File: src/rtl/sdram_write_master_if.sv
// Control, user-FIFO and Avalon-MM write-master signals of sdram_write_master.
interface sdram_write_master_if #(
    parameter int DATA_WIDTH        = 16,
    parameter int BYTE_ENABLE_WIDTH = 2,
    parameter int ADDRESS_WIDTH     = 25,
    parameter int LENGTH_WIDTH      = 25
);
    logic                         control_fixed_location;
    logic [ADDRESS_WIDTH-1:0]     control_write_base;
    logic [LENGTH_WIDTH-1:0]      control_write_length;
    logic                         control_go;
    logic                         control_done;
    logic                         user_write_buffer;
    logic [DATA_WIDTH-1:0]        user_buffer_input_data;
    logic                         user_buffer_full;
    logic [ADDRESS_WIDTH-1:0]     master_address;
    logic                         master_write;
    logic [BYTE_ENABLE_WIDTH-1:0] master_byteenable;
    logic [DATA_WIDTH-1:0]        master_writedata;
    logic                         master_waitrequest;

    modport master (
        input  control_fixed_location, control_write_base,
        input  control_write_length, control_go,
        output control_done,
        input  user_write_buffer, user_buffer_input_data,
        output user_buffer_full,
        output master_address, master_write,
        output master_byteenable, master_writedata,
        input  master_waitrequest
    );

    modport slave (
        output control_fixed_location, control_write_base,
        output control_write_length, control_go,
        input  control_done,
        output user_write_buffer, user_buffer_input_data,
        input  user_buffer_full,
        input  master_address, master_write,
        input  master_byteenable, master_writedata,
        output master_waitrequest
    );
endinterface

File: src/rtl/sdram_write_master.sv
// Avalon-MM write master draining a show-ahead user FIFO into SDRAM.
// One go request moves control_write_length bytes, one word per accept.
module sdram_write_master #(
    parameter int DATA_WIDTH        = 16,
    parameter int BYTE_ENABLE_WIDTH = 2,
    parameter int ADDRESS_WIDTH     = 25,
    parameter int LENGTH_WIDTH      = 25,
    parameter int FIFO_DEPTH        = 32,
    parameter int FIFO_DEPTH_LOG2   = 5
) (
    input  logic               clk,
    input  logic               reset,
    sdram_write_master_if.master bus
);
    localparam logic [0:0] S_IDLE = 1'b0;
    localparam logic [0:0] S_RUN  = 1'b1;

    localparam logic [LENGTH_WIDTH-1:0]  LEN_STEP  = LENGTH_WIDTH'(BYTE_ENABLE_WIDTH);
    localparam logic [ADDRESS_WIDTH-1:0] ADDR_STEP = ADDRESS_WIDTH'(BYTE_ENABLE_WIDTH);
    localparam logic [FIFO_DEPTH_LOG2:0] CNT_FULL  = (FIFO_DEPTH_LOG2+1)'(FIFO_DEPTH);

    logic [0:0]               r_state;
    logic [ADDRESS_WIDTH-1:0] r_address;
    logic [LENGTH_WIDTH-1:0]  r_length;
    logic                     r_fixed;

    logic [DATA_WIDTH-1:0]      r_mem [FIFO_DEPTH];
    logic [FIFO_DEPTH_LOG2-1:0] r_wr_ptr;
    logic [FIFO_DEPTH_LOG2-1:0] r_rd_ptr;
    logic [FIFO_DEPTH_LOG2:0]   r_count;

    logic w_full;
    logic w_push;
    logic w_write;
    logic w_accept;
    logic w_last;

    assign w_full   = (r_count == CNT_FULL);
    assign w_push   = bus.user_write_buffer && !w_full;
    // Combinational on registered state so reset drops it at once.
    assign w_write  = (r_state == S_RUN) && (r_count != '0);
    assign w_accept = w_write && !bus.master_waitrequest;
    assign w_last   = (r_length == LEN_STEP);

    assign bus.control_done      = (r_state == S_IDLE);
    assign bus.user_buffer_full  = w_full;
    assign bus.master_address    = r_address;
    assign bus.master_write      = w_write;
    assign bus.master_byteenable = '1;
    assign bus.master_writedata  = r_mem[r_rd_ptr];

    always_ff @(posedge clk or posedge reset) begin
        if (reset) begin
            r_state   <= S_IDLE;
            r_address <= '0;
            r_length  <= '0;
            r_fixed   <= 1'b0;
        end else begin
            unique case (r_state)
                S_IDLE: begin
                    if (bus.control_go && bus.control_write_length != '0) begin
                        r_state   <= S_RUN;
                        r_address <= bus.control_write_base;
                        r_length  <= bus.control_write_length;
                        r_fixed   <= bus.control_fixed_location;
                    end
                end
                S_RUN: begin
                    if (w_accept) begin
                        r_length <= r_length - LEN_STEP;
                        if (!r_fixed)
                            r_address <= r_address + ADDR_STEP;
                        if (w_last)
                            r_state <= S_IDLE;
                    end
                end
                default: r_state <= S_IDLE;
            endcase
        end
    end

    always_ff @(posedge clk) begin
        if (w_push)
            r_mem[r_wr_ptr] <= bus.user_buffer_input_data;
    end

    always_ff @(posedge clk or posedge reset) begin
        if (reset) begin
            r_wr_ptr <= '0;
            r_rd_ptr <= '0;
            r_count  <= '0;
        end else begin
            if (w_push)
                r_wr_ptr <= r_wr_ptr + 1'b1;
            if (w_accept)
                r_rd_ptr <= r_rd_ptr + 1'b1;
            unique case ({w_push, w_accept})
                2'b10:   r_count <= r_count + 1'b1;
                2'b01:   r_count <= r_count - 1'b1;
                default: r_count <= r_count;
            endcase
        end
    end
endmodule

File: src/flat_wrapper.sv
// flat-port wrapper written by rule: the top's interface ports become plain ports
module sdram_write_master_flat 
#(
    parameter int DATA_WIDTH        = 16,
    parameter int BYTE_ENABLE_WIDTH = 2,
    parameter int ADDRESS_WIDTH     = 25,
    parameter int LENGTH_WIDTH      = 25,
    parameter int FIFO_DEPTH        = 32,
    parameter int FIFO_DEPTH_LOG2   = 5
)
  (clk, reset, bus_control_fixed_location, bus_control_write_base, bus_control_write_length, bus_control_go, bus_control_done, bus_user_write_buffer, bus_user_buffer_input_data, bus_user_buffer_full, bus_master_address, bus_master_write, bus_master_byteenable, bus_master_writedata, bus_master_waitrequest);
  sdram_write_master_if #(.DATA_WIDTH(DATA_WIDTH), .BYTE_ENABLE_WIDTH(BYTE_ENABLE_WIDTH), .ADDRESS_WIDTH(ADDRESS_WIDTH), .LENGTH_WIDTH(LENGTH_WIDTH)) bus_i ();
  input  logic clk;
  input  logic reset;
  input wire logic [$bits(bus_i.control_fixed_location)-1:0] bus_control_fixed_location;
  input wire logic [$bits(bus_i.control_write_base)-1:0] bus_control_write_base;
  input wire logic [$bits(bus_i.control_write_length)-1:0] bus_control_write_length;
  input wire logic [$bits(bus_i.control_go)-1:0] bus_control_go;
  output wire logic [$bits(bus_i.control_done)-1:0] bus_control_done;
  input wire logic [$bits(bus_i.user_write_buffer)-1:0] bus_user_write_buffer;
  input wire logic [$bits(bus_i.user_buffer_input_data)-1:0] bus_user_buffer_input_data;
  output wire logic [$bits(bus_i.user_buffer_full)-1:0] bus_user_buffer_full;
  output wire logic [$bits(bus_i.master_address)-1:0] bus_master_address;
  output wire logic [$bits(bus_i.master_write)-1:0] bus_master_write;
  output wire logic [$bits(bus_i.master_byteenable)-1:0] bus_master_byteenable;
  output wire logic [$bits(bus_i.master_writedata)-1:0] bus_master_writedata;
  input wire logic [$bits(bus_i.master_waitrequest)-1:0] bus_master_waitrequest;
  assign bus_i.control_fixed_location = bus_control_fixed_location;
  assign bus_i.control_write_base = bus_control_write_base;
  assign bus_i.control_write_length = bus_control_write_length;
  assign bus_i.control_go = bus_control_go;
  assign bus_control_done = bus_i.control_done;
  assign bus_i.user_write_buffer = bus_user_write_buffer;
  assign bus_i.user_buffer_input_data = bus_user_buffer_input_data;
  assign bus_user_buffer_full = bus_i.user_buffer_full;
  assign bus_master_address = bus_i.master_address;
  assign bus_master_write = bus_i.master_write;
  assign bus_master_byteenable = bus_i.master_byteenable;
  assign bus_master_writedata = bus_i.master_writedata;
  assign bus_i.master_waitrequest = bus_master_waitrequest;
  sdram_write_master #(.DATA_WIDTH(DATA_WIDTH), .BYTE_ENABLE_WIDTH(BYTE_ENABLE_WIDTH), .ADDRESS_WIDTH(ADDRESS_WIDTH), .LENGTH_WIDTH(LENGTH_WIDTH), .FIFO_DEPTH(FIFO_DEPTH), .FIFO_DEPTH_LOG2(FIFO_DEPTH_LOG2)) u_core (.clk(clk), .reset(reset), .bus(bus_i));
endmodule
File: config.mk
export PLATFORM = sky130hd
export DESIGN_NAME = sdram_write_master_flat
export DESIGN_NICKNAME = d
export VERILOG_FILES = /design/src/rtl/sdram_write_master_if.sv /design/src/rtl/sdram_write_master.sv /design/src/flat_wrapper.sv
export SDC_FILE = /design/constraint.sdc
export NUM_CORES = 1
export LEC_CHECK = 0
export CELL_PAD_IN_SITES_DETAIL_PLACEMENT = 1
export CELL_PAD_IN_SITES_GLOBAL_PLACEMENT = 1
export CORE_MARGIN = 5
export CORE_UTILIZATION = 40
export DETAILED_ROUTE_END_ITERATION = 10
export GPL_TIMING_DRIVEN = 1
export HOLD_SLACK_MARGIN = 0.12
export PLACE_DENSITY_LB_ADDON = 0.1
export SLEW_MARGIN = 10
export SYNTH_ARGS = -nofsm -noshare
export SYNTH_HDL_FRONTEND = slang
export SYNTH_SLANG_ARGS = --single-unit
File: constraint.sdc
create_clock -name clk -period 8.3 [get_ports clk]
set_input_delay 0.83 -clock clk [delete_from_list [all_inputs] [get_ports clk]]
set_output_delay 0.83 -clock clk [all_outputs]
set_load 0.02 [all_outputs]
==> flow_summary_export.csv <==
group,metric,value,unit
status,status,"finished clean",
die,rows,89,
synth,synth_edf_count,512,
cts,h-tree-depth,2,
setup_path,worst_setup_path_end_kind,"primary output",
setup_path,cpMaxStageDelayCell,"dfrtp_4",
timing,rsz0062_at_grt,"no",
synth,syn_avg_cell_area,18.54,µm²
power,p_leak,9.119,nW
setup_path,cp_data_arrival_time,4.47,ns
timing,hold_violations,0,
timing,post-route-period-util,0.6380,
setup_path,max_stage_delay,0.79,ns
layout,multi_input_area,6569,µm²
routing,wirelength,59720,µm
global_route,grt_pass1_vias,13984,
layout,fillers,5591,
placement,place_hpwl,35200,µm
job,maxCapViolations,0,
global_route,track_usage,0.1844,
cts,cts_tree,"done",
synth,synth_top_area_frac,0.6414,
layout,stdcell_count,2256,
timing,tightest_slew,1.225,ns
timing,drv_slew,0,
cts,clk-insertion-delay-late,0.63,ns
setup_path,cp.required,7.47,ns
placement,placed_cells,2149,
timing,fin_crit,5.295,ns
global_route,grt_pass1_wl,90200,µm
synth,netlist_area,23970,µm²
synth,synthFlopType,"edfxtp_1",
timing,skew,0.02042,ns
placement,place_ws,3.473,ns
power,ir_drop,0.1814,mV
die,die_height,254.8,µm
setup_path,crit_path_max_fanout,33,
routing,drcViolationCount,0,
cts,cts.sinks,580,
cts,cts_setup_buffers,0,
synth,synthCells,1293,
power,pwr-share-comb,0.291,
die,dieArea,64920,µm²
timing,fin_ws,3.005,ns
setup_path,crit_buf_inv,3,
routing,drtIter0Drc,828,
routing,wire_per_inst,26.47,µm
setup_path,start_kind,"flop",
global_route,grt_max_degree,105,
power,switchingPower,2.723,mW
cts,cts.path.max_buffers,3,
power,powerDensity,316.7,nW/µm²
timing,setup_violations,0,
routing,vias,12795,
hold_path,hp-class,"input pin to asynchronous set/reset pin",
synth,synthTopCellsByArea,"edfxtp_1 (64%), mux4_2 (14%), dfrtp_1 (7.1%)",
cts,cts_buffers,60,
layout,antenna_cells,0,
power,p_int,6.166,mW
timing,slew-limit-headroom,0.1824,
power,seq_power_share,0.412,
layout,drive_above_1_share,0.2205,
synth,synth.distinct_cells,70,
synth,synth-seq-cells,580,
routing,viasPerCell,5.672,
power,switching_share,0.3063,
cts,root_buffer,"clkbuf_16",
placement,gp_congestion,0.7596,
die,ios,118,
power,p_clk_frac,0.297,
die,die_w,254.8,µm
synth,postSynth.asyncResetShare,0.1172,
synth,yosysWarningCount,0,
global_route,antenna_found_initial,0,
setup_path,crit_type,"flop to primary output",
routing,first_pass_iters,5,
placement,portBuffers,115,
layout,syn_to_final_growth,17.10,%
cts,ctsHoldBuffers,0,
synth,yosys.area.top_type,"edfxtp_1",
global_route,grt_overflow,0,
layout,final_nets,1523,
timing,finalSetupTns,0,ns
cts,cts_resized,0,
setup_path,crit_family,"buffers and inverters",
layout,regArea,17090,µm²
cts,clk_pin_slew,0.06,ns
synth,synth_seq_area_share,0.7124,
die,core,59240,µm²
setup_path,cp_common_cell,"buf_4",
timing,clock.fmax,0.1888,GHz
setup_path,cp_cell_sequence,"buf_4 -> buf_4 -> mux4_2 -> mux2i_1 -> a22oi_1 -> o21a_1 -> clkdlybuf4s50_1",
routing,route.antenna.remaining_nets,0,
die,start_util,0.4046,
==> metrics by stage <==
stage,hold WS (ns),utilization,power (mW),instance area (µm²)
floorplan,0.4370,-,5.416,23970
global route,0.4175,0.4738,9.323,28070
detailed placement,0.4819,0.4416,6.367,26160
global placement,0.4657,0.4416,6.336,26160
finish,0.4080,0.4738,8.889,28070
CTS,0.3872,0.4736,9.037,28060
==> path summary, 6_finish.rpt <==
kind | slack, ns | cells past startpoint | end | from
max in group asynchronous | 6.68 | 3 | u_core.r_rd_ptr[3] | reset
max | 3.00 | 7 | bus_master_writedata[4] | u_core.r_rd_ptr[0]
min | 0.41 | 2 | u_core.r_count[3] | reset
max reg2reg | 4.83 | 12 | u_core.r_count[5] | u_core.r_count[0]
min reg2reg | 0.49 | 2 | u_core.bus.master_address[0] | u_core.bus.master_address[0]
min in group clk | 0.49 | 2 | u_core.bus.master_address[0] | u_core.bus.master_address[0]
==> cells in the final DEF (no fill, tap or decap), types with 6 or more instances in the layout <==
cell type / count
o21a_1: 17
nor4_1: 13
edfxtp_1: 512
nor2_2: 29
nor2_1: 30
clkbuf_16: 60
clkinv_1: 13
nand3_1: 25
a22oi_1: 23
dfrtp_1: 64
a2bb2oi_1: 8
o21ai_0: 17
a31oi_1: 10
clkbuf_1: 17
nor3_1: 14
o2bb2a_1: 8
mux2i_1: 42
inv_1: 16
nand4_1: 16
xnor2_1: 10
mux4_2: 144
bufinv_16: 6
buf_4: 42
o221a_2: 7
o22a_1: 7
clkdlybuf4s50_1: 114
o22ai_1: 11
ha_1: 12
a21oi_1: 30
nand2_1: 53
==> power groups by stage <==
| stage | logic [mW] | registers [mW] | clock network [mW] |
|---|---|---|---|
| 2_1_floorplan | 1.83 | 3.59 | 0 |
| 3_3_place_gp | 2.61 | 3.72 | 0 |
| 3_5_place_dp | 2.64 | 3.73 | 0 |
| 4_1_cts | 2.66 | 3.67 | 2.71 |
| 5_1_grt | 2.78 | 3.70 | 2.84 |
| 6_report | 2.59 | 3.66 | 2.64 |
==> kinds of logic (layout without fill, tap and decap cells) <==
kind of cell             count (synthesis)  count (layout)  synth area share
other                                    1               2         0.0001564
XOR/XNOR                                13              13          0.004750
multiplexers                           187             187            0.1533
adder cells (fa/ha/maj)                 13              13          0.007099
AO/OA/AOI/OAI                          173             173           0.05215
AND/OR/NAND/NOR                        233             233           0.05199
flip-flops                             580             580            0.7124
buffers and inverters                   93             282           0.01816
==> routing by layer <==
layer | global-route usage | vias up | routed length [µm]
met5 | 0 | - | 0
met4 | 0.05066 | 0 | 1370
met3 | 0.02988 | 84 | 2589
met2 | 0.3065 | 268 | 29590
met1 | 0.2555 | 6825 | 26170
li1 | - | 5618 | -
==> cell usage after synthesis (4+ instances only) <==
| cell | instances |
|---|---|
| a211oi_1 | 5 |
| a21oi_1 | 30 |
| a22oi_1 | 23 |
| a2bb2oi_1 | 8 |
| a31oi_1 | 10 |
| and3_1 | 4 |
| and4_1 | 4 |
| buf_1 | 9 |
| buf_2 | 15 |
| buf_4 | 8 |
| buf_6 | 5 |
| clkbuf_1 | 39 |
| dfrtp_1 | 68 |
| edfxtp_1 | 512 |
| ha_1 | 12 |
| inv_1 | 17 |
| mux2i_1 | 42 |
| mux4_2 | 144 |
| nand2_1 | 53 |
| nand2b_1 | 5 |
| nand3_1 | 25 |
| nand3b_1 | 4 |
| nand4_1 | 16 |
| nor2_1 | 62 |
| nor2b_1 | 5 |
| nor3_1 | 14 |
| nor4_1 | 13 |
| o21a_1 | 17 |
| o21ai_0 | 17 |
| o221a_2 | 7 |
| o22a_1 | 7 |
| o22ai_1 | 11 |
| o2bb2a_1 | 8 |
| o311ai_0 | 4 |
| xnor2_1 | 10 |
==> layout make-up <==
type	count	area share
flip-flops and latches	580	0.6088
multi-input cells	621	0.2340
clock buffers	77	0.05576
repair buffers	158	0.05278
well taps	773	0.03446
clock inverters	30	0.01186
inverters	17	0.002318
==> registers in the layout (all words and copies together) (netlist names) <==
register / flops
u_core.r_mem: 512
u_core.bus.master_address: 25
u_core.r_length: 25
u_core.r_count: 6
u_core.r_rd_ptr: 5
u_core.r_wr_ptr: 5
u_core.r_fixed: 1
u_core.r_state: 1
Note: power is estimated with default switching activity, not from simulation.
